$ cat config.mk
export PLATFORM = sky130hd
export DESIGN_NAME = delay_select_ctrl
export DESIGN_NICKNAME = d
export VERILOG_FILES = /design/src/rtl/dly_ctrl_pkg.sv /design/src/rtl/dly_sync2.sv /design/src/rtl/delay_select_ctrl.sv
export SDC_FILE = /design/constraint.sdc
export NUM_CORES = 1
export LEC_CHECK = 0
export BUFFER_PORTS_ARGS = -buffer_cell sky130_fd_sc_hd__buf_2
export CORE_MARGIN = 2
export CORE_UTILIZATION = 55
export CTS_CLUSTER_DIAMETER = 40
export DETAILED_ROUTE_END_ITERATION = 10
export GPL_TIMING_DRIVEN = 1
export HOLD_SLACK_MARGIN = 0.03
export PLACE_DENSITY = 0.82
export SLEW_MARGIN = 40
export SYNTH_ARGS = -nofsm -noshare
export SYNTH_HDL_FRONTEND = slang
export SYNTH_SLANG_ARGS = --single-unit
$ cat constraint.sdc
create_clock -name clk -period 2 [get_ports clk]
set_input_delay 0.4 -clock clk [delete_from_list [all_inputs] [get_ports clk]]
set_output_delay 0.4 -clock clk [all_outputs]
set_load 0.05 [all_outputs]
$ cat src/rtl/dly_ctrl_pkg.sv
// Shared types and constants for the delay-line select controller.
package dly_ctrl_pkg;

  localparam int SEL_W = 2;
  localparam logic [SEL_W-1:0] SEL_LONGEST  = 2'b11;
  localparam logic [SEL_W-1:0] SEL_SHORTEST = 2'b00;

  // A fresh request ignores the first samples, which may predate the request.
  localparam logic [7:0] SYNC_STAGES = 8'd2;

  typedef enum logic [2:0] {
    IDLE,
    WAIT_QUIET,
    APPLY,
    DONE,
    ERR,
    SWEEP
  } state_t;

endpackage

$ cat src/rtl/dly_sync2.sv
// Two-flop synchroniser for asynchronous delay-line taps, one chain per bit.
module dly_sync2 #(
  parameter int W = 1
) (
  input  logic         clk,
  input  logic         rst_n,
  input  logic [W-1:0] d,
  output logic [W-1:0] q
);

  logic [W-1:0] meta_d, meta_q;
  logic [W-1:0] sync_d, sync_q;

  always_comb begin
    meta_d = d;
    sync_d = meta_q;
  end

  always_ff @(posedge clk or negedge rst_n) begin
    if (!rst_n) begin
      meta_q <= '0;
      sync_q <= '0;
    end else begin
      meta_q <= meta_d;
      sync_q <= sync_d;
    end
  end

  assign q = sync_q;

endmodule

$ cat src/rtl/delay_select_ctrl.sv
// Applies delay_select updates to matched-delay lines only while the target line is quiet.
// Optional macro DLY_SWEEP_EN adds a sweep that walks every line from 11 down to 00.
module delay_select_ctrl
  import dly_ctrl_pkg::*;
#(
  parameter int              NUM_LINES  = 5,
  parameter int              SETTLE_CYC = 4,
  parameter int              TIMEOUT    = 255,
  parameter logic [SEL_W-1:0] RST_SEL   = SEL_LONGEST
) (
  input  logic                   clk,
  input  logic                   rst_n,
  input  logic                   cfg_valid,
  output logic                   cfg_ready,
  input  logic [2:0]             cfg_line,
  input  logic [SEL_W-1:0]       cfg_sel,
  input  logic [NUM_LINES-1:0]   line_in,
  input  logic [NUM_LINES-1:0]   line_out,
`ifdef DLY_SWEEP_EN
  input  logic                   sweep_start,
  output logic                   sweep_busy,
`endif
  output logic [2*NUM_LINES-1:0] dly_sel,
  output logic                   done_pulse,
  output logic                   err_pulse
);

  localparam logic [3:0] SETTLE_LIM = 4'(SETTLE_CYC);
  localparam logic [7:0] TMO_LIM    = 8'(TIMEOUT);

  logic [NUM_LINES-1:0] sync_in, sync_out, quiet;

  dly_sync2 #(.W(NUM_LINES)) u_sync_in (
    .clk   (clk),
    .rst_n (rst_n),
    .d     (line_in),
    .q     (sync_in)
  );

  dly_sync2 #(.W(NUM_LINES)) u_sync_out (
    .clk   (clk),
    .rst_n (rst_n),
    .d     (line_out),
    .q     (sync_out)
  );

  assign quiet = ~(sync_in ^ sync_out);

  state_t                 state_d, state_q;
  logic [2:0]             line_d, line_q;
  logic [SEL_W-1:0]       sel_d, sel_q;
  logic [3:0]             quiet_cnt_d, quiet_cnt_q;
  logic [7:0]             tmo_cnt_d, tmo_cnt_q;
  logic [2*NUM_LINES-1:0] dly_sel_d, dly_sel_q;
  logic                   cfg_ready_d, cfg_ready_q;
  logic                   done_d, done_q;
  logic                   err_d, err_q;
  logic                   quiet_sel;
  logic [SEL_W-1:0]       cur_sel_cfg;
`ifdef DLY_SWEEP_EN
  logic                   sweep_d, sweep_q;
  logic [SEL_W-1:0]       cur_sel_line;
`endif

  function automatic logic [SEL_W-1:0] sel_of(input logic [2*NUM_LINES-1:0] bus,
                                               input logic [2:0] idx);
    sel_of = '0;
    for (int i = 0; i < NUM_LINES; i++) begin
      if (idx == 3'(i)) sel_of = bus[SEL_W*i +: SEL_W];
    end
  endfunction

  always_comb begin
    quiet_sel = 1'b0;
    for (int i = 0; i < NUM_LINES; i++) begin
      if (line_q == 3'(i)) quiet_sel = quiet[i];
    end
  end

  assign cur_sel_cfg = sel_of(dly_sel_q, cfg_line);
`ifdef DLY_SWEEP_EN
  assign cur_sel_line = sel_of(dly_sel_q, line_q);
`endif

  always_comb begin
    state_d     = state_q;
    line_d      = line_q;
    sel_d       = sel_q;
    quiet_cnt_d = quiet_cnt_q;
    tmo_cnt_d   = tmo_cnt_q;
    dly_sel_d   = dly_sel_q;
`ifdef DLY_SWEEP_EN
    sweep_d     = sweep_q;
`endif
    case (state_q)
      IDLE: begin
        if (cfg_valid && cfg_ready_q) begin
          line_d      = cfg_line;
          sel_d       = cfg_sel;
          quiet_cnt_d = '0;
          tmo_cnt_d   = '0;
          if (int'(cfg_line) >= NUM_LINES) state_d = ERR;
          else if (cfg_sel == cur_sel_cfg) state_d = DONE;
          else                             state_d = WAIT_QUIET;
        end
`ifdef DLY_SWEEP_EN
        else if (sweep_start) begin
          sweep_d = 1'b1;
          line_d  = '0;
          state_d = SWEEP;
        end
`endif
      end
      WAIT_QUIET: begin
        if (tmo_cnt_q != 8'hFF) tmo_cnt_d = tmo_cnt_q + 8'd1;
        if (tmo_cnt_q < SYNC_STAGES || !quiet_sel) quiet_cnt_d = '0;
        else if (quiet_cnt_q != 4'hF)              quiet_cnt_d = quiet_cnt_q + 4'd1;
        // Settling takes priority over a timeout landing on the same cycle.
        if (quiet_cnt_d >= SETTLE_LIM)  state_d = APPLY;
        else if (tmo_cnt_d >= TMO_LIM)  state_d = ERR;
      end
      APPLY: begin
        for (int i = 0; i < NUM_LINES; i++) begin
          if (line_q == 3'(i)) dly_sel_d[SEL_W*i +: SEL_W] = sel_q;
        end
        state_d = DONE;
`ifdef DLY_SWEEP_EN
        if (sweep_q) state_d = SWEEP;
`endif
      end
      DONE: state_d = IDLE;
      ERR: begin
        state_d = IDLE;
`ifdef DLY_SWEEP_EN
        sweep_d = 1'b0;
`endif
      end
`ifdef DLY_SWEEP_EN
      SWEEP: begin
        if (cur_sel_line != SEL_SHORTEST) begin
          sel_d       = cur_sel_line - 2'd1;
          quiet_cnt_d = '0;
          tmo_cnt_d   = '0;
          state_d     = WAIT_QUIET;
        end else if (int'(line_q) >= NUM_LINES - 1) begin
          sweep_d = 1'b0;
          state_d = DONE;
        end else begin
          line_d = line_q + 3'd1;
        end
      end
`endif
      default: state_d = IDLE;
    endcase
    cfg_ready_d = (state_d == IDLE);
    done_d      = (state_q == DONE);
    err_d       = (state_q == ERR);
  end

  always_ff @(posedge clk or negedge rst_n) begin
    if (!rst_n) begin
      state_q     <= IDLE;
      line_q      <= '0;
      sel_q       <= '0;
      quiet_cnt_q <= '0;
      tmo_cnt_q   <= '0;
      dly_sel_q   <= {NUM_LINES{RST_SEL}};
      cfg_ready_q <= 1'b1;
      done_q      <= 1'b0;
      err_q       <= 1'b0;
`ifdef DLY_SWEEP_EN
      sweep_q     <= 1'b0;
`endif
    end else begin
      state_q     <= state_d;
      line_q      <= line_d;
      sel_q       <= sel_d;
      quiet_cnt_q <= quiet_cnt_d;
      tmo_cnt_q   <= tmo_cnt_d;
      dly_sel_q   <= dly_sel_d;
      cfg_ready_q <= cfg_ready_d;
      done_q      <= done_d;
      err_q       <= err_d;
`ifdef DLY_SWEEP_EN
      sweep_q     <= sweep_d;
`endif
    end
  end

  assign cfg_ready  = cfg_ready_q;
  assign dly_sel    = dly_sel_q;
  assign done_pulse = done_q;
  assign err_pulse  = err_q;
`ifdef DLY_SWEEP_EN
  assign sweep_busy = sweep_q;
`endif

endmodule
Yosys cells after proc, flatten, opt, wreduce, memory -nomap -nowiden --
Cells that the tools add are included.
Storage, ports and cells: register bits after elaboration 53, input bits 18, output and inout port bits 13, logic and storage cells 81
Operators by class: $add $sub $neg 2, order comparisons 4, eq/ne operators 16, muxes and demuxes 25, bitwise operators 2, reductions and logical operators 15
Operators by type and width (count):
- 8-bit 2-to-1 mux | 3
- 3-bit by 2-bit equality test with 1-bit output (second input constant) | 6
- 4-bit 2-to-1 mux | 4
- 8-bit one-hot mux with 2 select lines | 1
- 2-bit AND reduction | 7
- 3-bit zero test | 4
- 2-bit 2-to-1 mux | 6
- 3-bit 2-to-1 mux | 4
- 3-bit by 1-bit equality test with 1-bit output (second input constant) | 3
- 3-bit equality test (second input constant) | 3
- 3-bit one-hot mux with 3 select lines | 1
- 8-bit by 1-bit adder with 8-bit output (second input constant) | 1
- 8-bit greater-or-equal comparator (second input constant) | 1
- 8-bit by 2-bit less-than comparator with 1-bit output (second input constant) | 1
- 8-bit != test (second input constant) | 1
- 4-bit one-hot mux with 2 select lines | 1
- 1-bit 2-to-1 mux | 5
- 5-bit NOT | 1
- 5-bit bitwise XOR | 1
- 4-bit by 1-bit adder with 4-bit output (second input constant) | 1
- 4-bit by 3-bit greater-or-equal comparator with 1-bit output (second input constant) | 1
- 4-bit != test (second input constant) | 1
- 3-bit greater-or-equal comparator (second input constant) | 1
- 2-bit equality test | 1
- 5 further kinds | 5

Logic depth before layout (Yosys ltp) --
Gate-level depths: netlist of run 1.
depth in word-level cells 15, gate-level depth with buffers 7, depth with buffers taken out 6

Modules after synthesis --
From an unflattened synthesis of run 1, not the netlist that was laid out.
Second synthesis, totals: cells, all modules 216, area, all modules 2471.1 sq um
Modules (own cells, without submodules):
- delay_select_ctrl | instances 1, cells each 196, area each 1970.6 sq um, seq. area each 839.6 sq um
- dly_sync2 | instances 2, cells each 10, area each 250.2 sq um, seq. area each 250.2 sq um

Least setup slack after synthesis of run 1 --
Ideal clock, no wire load.
path type register to register, from register cfg_ready_q (netlist: cfg_ready), to register tmo_cnt_q[1], setup time 122 ps, arrival 1716 ps, data required time 1878 ps, setup slack 162 ps, cell stages (with the launch flop) 6, path buffers 0, period minus slack after synthesis 1838 ps, path through dfstp_2 > nand2_1 > or4_1 > nand2_1 > o21ai_1 > a32o_1
On the way: cells in the longest elaborated chain, start to end 3
Ends and longest elaborated chain:
- start, declared | RTL line delay_select_ctrl.sv:55 | logic cfg_ready_d, cfg_ready_q;
- start signal, assigned | RTL line delay_select_ctrl.sv:181 | cfg_ready_q <= cfg_ready_d;
- 1-bit logical AND | RTL line delay_select_ctrl.sv:97 | if (cfg_valid && cfg_ready_q) begin
- 2-bit != test (no line)
- 2-bit AND reduction (no line)
- end signal, assigned | RTL line delay_select_ctrl.sv:179 | tmo_cnt_q <= tmo_cnt_d;
- end, declared | RTL line delay_select_ctrl.sv:53 | logic [7:0] tmo_cnt_d, tmo_cnt_q;
No other way between the ends. A chain may end at the register's enable or synchronous reset.

Worst setup path after layout of run 1 --
from register tmo_cnt_q[0], to register state_q[2]
On the way: cells in the longest elaborated chain, start to end 7, elaborated cells on any way between the ends 13, those cells by class add/sub: 1; order compare: 3; eq/ne: 1; mux: 7; reduce/logical: 1
Ends and longest elaborated chain:
- 8-bit by 1-bit adder with 8-bit output (tied with other cells) | RTL line delay_select_ctrl.sv:115 | if (tmo_cnt_q != 8'hFF) tmo_cnt_d = tmo_cnt_q + 8'd1;
- 8-bit 2-to-1 mux / 1-bit logical OR (equally long branches) | RTL line delay_select_ctrl.sv:115, delay_select_ctrl.sv:116
- 8-bit 2-to-1 mux / 4-bit 2-to-1 mux (equally long branches) | RTL line delay_select_ctrl.sv:95, delay_select_ctrl.sv:116
- 8-bit greater-or-equal comparator / 4-bit 2-to-1 mux (equally long branches) | RTL line delay_select_ctrl.sv:120, delay_select_ctrl.sv:95
- 3-bit 2-to-1 mux / 4-bit by 3-bit greater-or-equal comparator with 1-bit output (equally long branches) | RTL line delay_select_ctrl.sv:120, delay_select_ctrl.sv:119
- 3-bit 2-to-1 mux * | RTL line delay_select_ctrl.sv:119 | if (quiet_cnt_d >= SETTLE_LIM) state_d = APPLY;
- 3-bit one-hot mux with 3 select lines * | RTL line delay_select_ctrl.sv:95 | case (state_q)
- named net state_d[2] | RTL line delay_select_ctrl.sv:49 | state_t state_d, state_q;
- end signal, assigned | RTL line delay_select_ctrl.sv:175 | state_q <= state_d;
- end, declared | RTL line delay_select_ctrl.sv:49
Mark *: on every way through the listed nets, which the timed path passes. The rest lies on a longest branch. The select of a mux whose other input is x is not followed.

==> run metrics, run 1 <==
outcome=complete, no violations; commonest non-fill, non-tap cell in the layout=dfrtp_1; row count=24; Least-Margin Pin Slew=0.625 ns; Die H=70.7 um; Detailed Route Iter0 Violations=103; post-synth top area cell=dfrtp_1; synth warn=0; Netlist cell types=52; final worst clock skew=0.0103 ns; CTS max path bufs=2; Vias/cell=5.85; Num CTS Buffers=5; antenna cells=0; largest net degree at the start of global routing=54; post-route ant nets=0; all-layer global routing usage=18.2%; Syn Nets=234; CP Capture Type=flip-flop; total power=3480 uW; syn avg cell area=11.4 sq um; leak pwr=0.00118 uW; gpl congestion=0.845; flop-to-flop setup slack=0.20 ns; top cells by area, synth=dfrtp_1, dfstp_2, mux2_2; DRT Wirelength=4170 um; antenna violations before repair=0; final-report hold violation count=0; most frequent cells in the layout=dfrtp_1, buf_2, nand2_1, nor2_1, mux2_2; layout cells sized above 1=30.9%; CTS tree=yes; number of global-route vias before repair=1637; number of I/O pins=31; CTS Hold Bufs=0; Fin Setup TNS=0 ns; HP Class=in -> async; global route overflow=0; Period minus WS final=1.80 ns; share of the synthesized area in the top cell type=43.0%; Buffers on Ports=30; Yosys reg bits=53; most used flip-flop cell after synthesis=dfrtp_1; Power Density=1290 mW/mm^2; Final Max Slew Viols=0; core box area=0.00432 sq mm; WP data required=2.23 ns; postcts setup bufs=0; Max Freq=555 MHz; initial cell density of the core=56.5%; Final Cycle Share=90.2%; TritonCTS Sinks=53; Residual DRC=0; die area=0.00499 sq mm; Hold WS=0.195 ns; Avg WL per Cell=14.1 um; first-pass GRT wire length=7270 um; # nets final=262; Worst-path clk slew=0.10 ns; max-cap viol count=0; Max rail drop VDD=0.685 mV; post-synthesis sequential area ratio=54.8%; Post-synth EDFFs=0; Cell Area, Synth=0.00244 sq mm; worst-path fanout max=8; Setup CP Type=reg -> reg; root buffer cell=clkbuf_8; synth-to-layout area growth=10.4%; ys async rst share=100%; RSZ-0062 raised after global routing=false; max_slew headroom=58.3%; Clock Latency Late Sink=0.30 ns; Syn Inst Count=214; DIE WIDTH=70.7 um; critical path arrival=2.03 ns; DP Wirelength=3030 um; DR vias=1727; H-tree depth=2; final setup vio count=0; 1st-pass router iterations=4; Worst setup SP type=flip-flop
## final timing paths
| kind | startpoint | end | depth (start not counted) |
|---|---|---|---|
| worst max register to register | tmo_cnt_q[0]$_DFFE_PN0P_ | state_q[2]$_DFF_PN0_ | 6 |
| worst min-delay path | rst_n | tmo_cnt_q[5]$_DFFE_PN0P_ | 2 |
| max in group asynchronous | rst_n | u_sync_out.q[1]$_DFF_PN0_ | 2 |
| worst max-delay path | tmo_cnt_q[0]$_DFFE_PN0P_ | state_q[2]$_DFF_PN0_ | 6 |
| min in group clk | line_out[1] | u_sync_out.meta_q[1]$_DFF_PN0_ | 1 |
| worst min register to register | u_sync_out.meta_q[2]$_DFF_PN0_ | u_sync_out.q[2]$_DFF_PN0_ | 0 |
## worst max-delay path: stages (launching register included)
cell and delay, ns:
dfrtp_1 0.44, ha_2 0.29, inv_1 0.08, o21ai_0 0.15, mux2i_1 0.10, or4_1 0.52
o22ai_1 0.15
## layer usage
metal / up-vias / global-route usage, % / wire [um]
li1: 833 / - / -
met1: 854 / 25.0 / 1940
met2: 35 / 29.4 / 2030
met3: 5 / 4.27 / 153
met4: 0 / 5.45 / 46
met5: - / 0 / 0
## per-stage QoR
stage	area, sq um	std cells	worst slack (ns)	util [%]
finish	2700	295	0.197	62.4
global route	2700	295	0.0574	62.4
CTS	2700	295	0.134	62.4
detailed placement	2610	287	0.161	60.3
global placement	2610	287	0.207	60.3
floorplan	2440	214	0.162	-
## timing repair
action / in CTS / in global routing
endpoints found under the hold margin: 0 / 0
gates resized for setup: 0 / 1
endpoints found under the setup margin: 0 / 1
## cell type report
type	count	area (sq um)
well taps	52	65.1
flip-flops and latches	53	1340
clock inverters	3	21.3
multi-input cells	146	1020
fillers	355	1630
clock buffers	5	68.8
inverters	3	11.3
repair buffers	33	173
## synth_stat cells, types with 4 or more instances
cell / number
xor2_1: 6
a31oi_1: 4
dfrtp_1: 42
nand3_1: 10
dfstp_2: 11
a21oi_1: 8
nand3b_1: 5
buf_2: 7
nor2_1: 15
nand2_1: 16
o21ai_0: 7
mux2i_1: 5
o22ai_1: 5
mux2_2: 15
## where the power goes
| group | leakage, uW | total [uW] | switching, uW | internal (uW) |
|---|---|---|---|---|
| combinational | 0.000498 | 1260 | 763 | 496 |
| clock | 0.0000445 | 596 | 347 | 249 |
| sequential | 0.000635 | 1630 | 284 | 1350 |
| total | 0.00118 | 3480 | 1390 | 2090 |
## flip-flops by register name, indices dropped and copies added, names as in the netlist
name,flops
dly_sel,10
tmo_cnt_q,8
u_sync_in.meta_q,5
u_sync_in.q,5
u_sync_out.meta_q,5
u_sync_out.q,5
quiet_cnt_q,4
line_q,3
state_q,3
sel_q,2
cfg_ready,1
done_pulse,1
err_pulse,1
## cells by family (layout without fill, tap and decap cells)
kind of cell / count (synthesis) / after routing / synth area share [%]
multiplexers: 20 / 20 / 8.96
AND/OR/NAND/NOR: 73 / 73 / 16.8
buffers and inverters: 15 / 44 / 3.58
flip-flops: 53 / 53 / 54.8
AO/OA/AOI/OAI: 43 / 43 / 11.9
XOR/XNOR: 8 / 8 / 2.87
adder cells (fa/ha/maj): 2 / 2 / 1.02
(Power assumes the default switching activity.)
==> run 2: changes to the inputs <==
MAX_ROUTING_LAYER = met4   (was default)
==> run 2 against run 1 <==
Against the previous run:
- non-clock buffer count unchanged
- register-to-register slack about the same
- die area unchanged
- sequential cell count unchanged
- via count up 0.46%
- global-route usage up 0.57 points
- count of clock-buffer cells in the layout unchanged
- routed wire length up 0.38%
- core utilization unchanged
- power about the same
- first-iteration DRC count up 2.9%
- critical path type unchanged
- largest power group unchanged
==> run metrics, run 2 (synthesized netlist as in run 1, its figures left out) <==
Period minus WS final=1.81 ns (+0.00439 ns); RSZ-0062 raised after global routing=false; Critical Path, Cell by Cell=ha_2 -> inv_1 -> o21ai_0 -> mux2i_1 -> or4_1 -> o22ai_1; TritonCTS Sinks=53 (unchanged); all-layer global routing usage=18.8% (+0.57 points); max_slew headroom=58.1% (-0.30 points); Clock Latency Late Sink=0.30 ns (about the same); crit path max-delay cell type=or4_1; gpl congestion=0.858 (+1.6%); final-report hold violation count=0 (unchanged); Worst-path clk slew=0.10 ns (about the same); most frequent cells in the layout=dfrtp_1, buf_2, nand2_1, nor2_1, mux2_2; Max Freq=553 MHz (-0.24%); global route overflow=0 (unchanged); root buffer cell=clkbuf_8; Fin Setup TNS=0 ns (unchanged); critical path arrival=2.03 ns (about the same); Setup CP Type=reg -> reg; layout cells sized above 1=30.9% (unchanged); HP Class=in -> async; number of global-route vias before repair=1639 (+0.12%); H-tree depth=2 (unchanged); total power=3480 uW (about the same); Max rail drop VDD=0.685 mV (about the same); Detailed Route Iter0 Violations=106 (+2.9%); largest net degree at the start of global routing=54 (unchanged); Least-Margin Pin Slew=0.629 ns (+0.00443 ns); DP Wirelength=3030 um (unchanged); WP data required=2.23 ns (about the same); commonest non-fill, non-tap cell in the layout=dfrtp_1; final setup vio count=0 (unchanged); Residual DRC=0 (unchanged); worst-path fanout max=8 (unchanged); Worst setup SP type=flip-flop; DRT Wirelength=4190 um (+0.38%); CTS max path bufs=2 (unchanged); PostCTS Resize Cnt=0 (unchanged); Final Cycle Share=90.4% (+0.22 points); DIE WIDTH=70.7 um (unchanged); antenna violations before repair=0 (unchanged); synth-to-layout area growth=10.4% (unchanged); Power Density=1290 mW/mm^2 (about the same); Die H=70.7 um (unchanged); row count=24 (unchanged); antenna cells=0 (unchanged); max-cap viol count=0 (unchanged); first-pass GRT wire length=7270 um (unchanged); final cell count without fillers=295 (unchanged); max reg flops=10 (unchanged); # nets final=262 (unchanged); CP Capture Type=flip-flop; Buffers on Ports=30 (unchanged); leak pwr=0.00118 uW (unchanged); initial cell density of the core=56.5% (unchanged); CTS Hold Bufs=0 (unchanged); die area=0.00499 sq mm (unchanged); CTS tree=yes; core box area=0.00432 sq mm (unchanged); 1st-pass router iterations=4 (unchanged); outcome=complete, no violations; Avg WL per Cell=14.2 um (+0.38%); postcts setup bufs=0 (unchanged); number of I/O pins=31 (unchanged); Inst Count DP=287 (unchanged); final worst clock skew=0.0102 ns (-0.000103 ns); Hold WS=0.197 ns (+0.00200 ns); Fillers=355 (unchanged); Num CTS Buffers=5 (unchanged); Vias/cell=5.88 (+0.46%); DR vias=1735 (+0.46%); Final Max Slew Viols=0 (unchanged); post-route ant nets=0 (unchanged); max incr delay on CP=0.52 ns (about the same)
==> run 2: critical path, delay by kind of cell, from the launching register on <==
family	cells	cell delay (ns)
AOI/OAI and AO/OA	2	0.30
adders and majority gates	1	0.29
and+or+nand+nor	1	0.52
muxes	1	0.10
DFF	1	0.44
buffers and inverters	1	0.08
==> run 2: metrics by stage <==
stage	utilization, %	area [sq um]	setup WS (ns)
after global routing	62.4	2700	0.0574
after floorplan	-	2440	0.162
after CTS	62.4	2700	0.134
final	62.4	2700	0.193
after global placement	60.3	2610	0.207
after detailed placement	60.3	2610	0.161
==> run 2: final timing paths <==
check                                                     from                              to  slack (ns)  cells after the start
worst max-delay path                  tmo_cnt_q[0]$_DFFE_PN0P_            state_q[2]$_DFF_PN0_        0.19                      6
max in group asynchronous                                rst_n       u_sync_out.q[1]$_DFF_PN0_        1.38                      2
worst max register to register        tmo_cnt_q[0]$_DFFE_PN0P_            state_q[2]$_DFF_PN0_        0.19                      6
worst min-delay path                                     rst_n        tmo_cnt_q[5]$_DFFE_PN0P_        0.20                      2
min in group clk                                   line_out[1]  u_sync_out.meta_q[1]$_DFF_PN0_        0.20                      1
worst min register to register  u_sync_out.meta_q[2]$_DFF_PN0_       u_sync_out.q[2]$_DFF_PN0_        0.34                      0
==> run 2: power by group <==
group	switching, uW	internal (uW)
Clock	347	249
Combinational	763	496
Sequential	285	1350
==> run 2: metal layers <==
| layer | GRT usage, % | routed length (um) | vias up | part of all wire, % |
|---|---|---|---|---|
| met5 | - | 0 | - | 0 |
| met4 | 5.45 | 46 | 0 | 1.1 |
| met3 | 4.27 | 149 | 5 | 3.6 |
| met2 | 29.4 | 2040 | 35 | 49 |
| met1 | 25.0 | 1960 | 862 | 47 |
| li1 | - | - | 833 | - |
==> run 2: area by class of cell <==
type / count / area (sq um) / share of cell area [%]
Clock inverter: 3 / 21.3 / 0.788
Tap cell: 52 / 65.1 / 2.41
Clock buffer: 5 / 68.8 / 2.55
Inverter: 3 / 11.3 / 0.417
Multi-Input combinational cell: 146 / 1020 / 37.8
Sequential cell: 53 / 1340 / 49.7
Timing Repair Buffer: 33 / 173 / 6.40
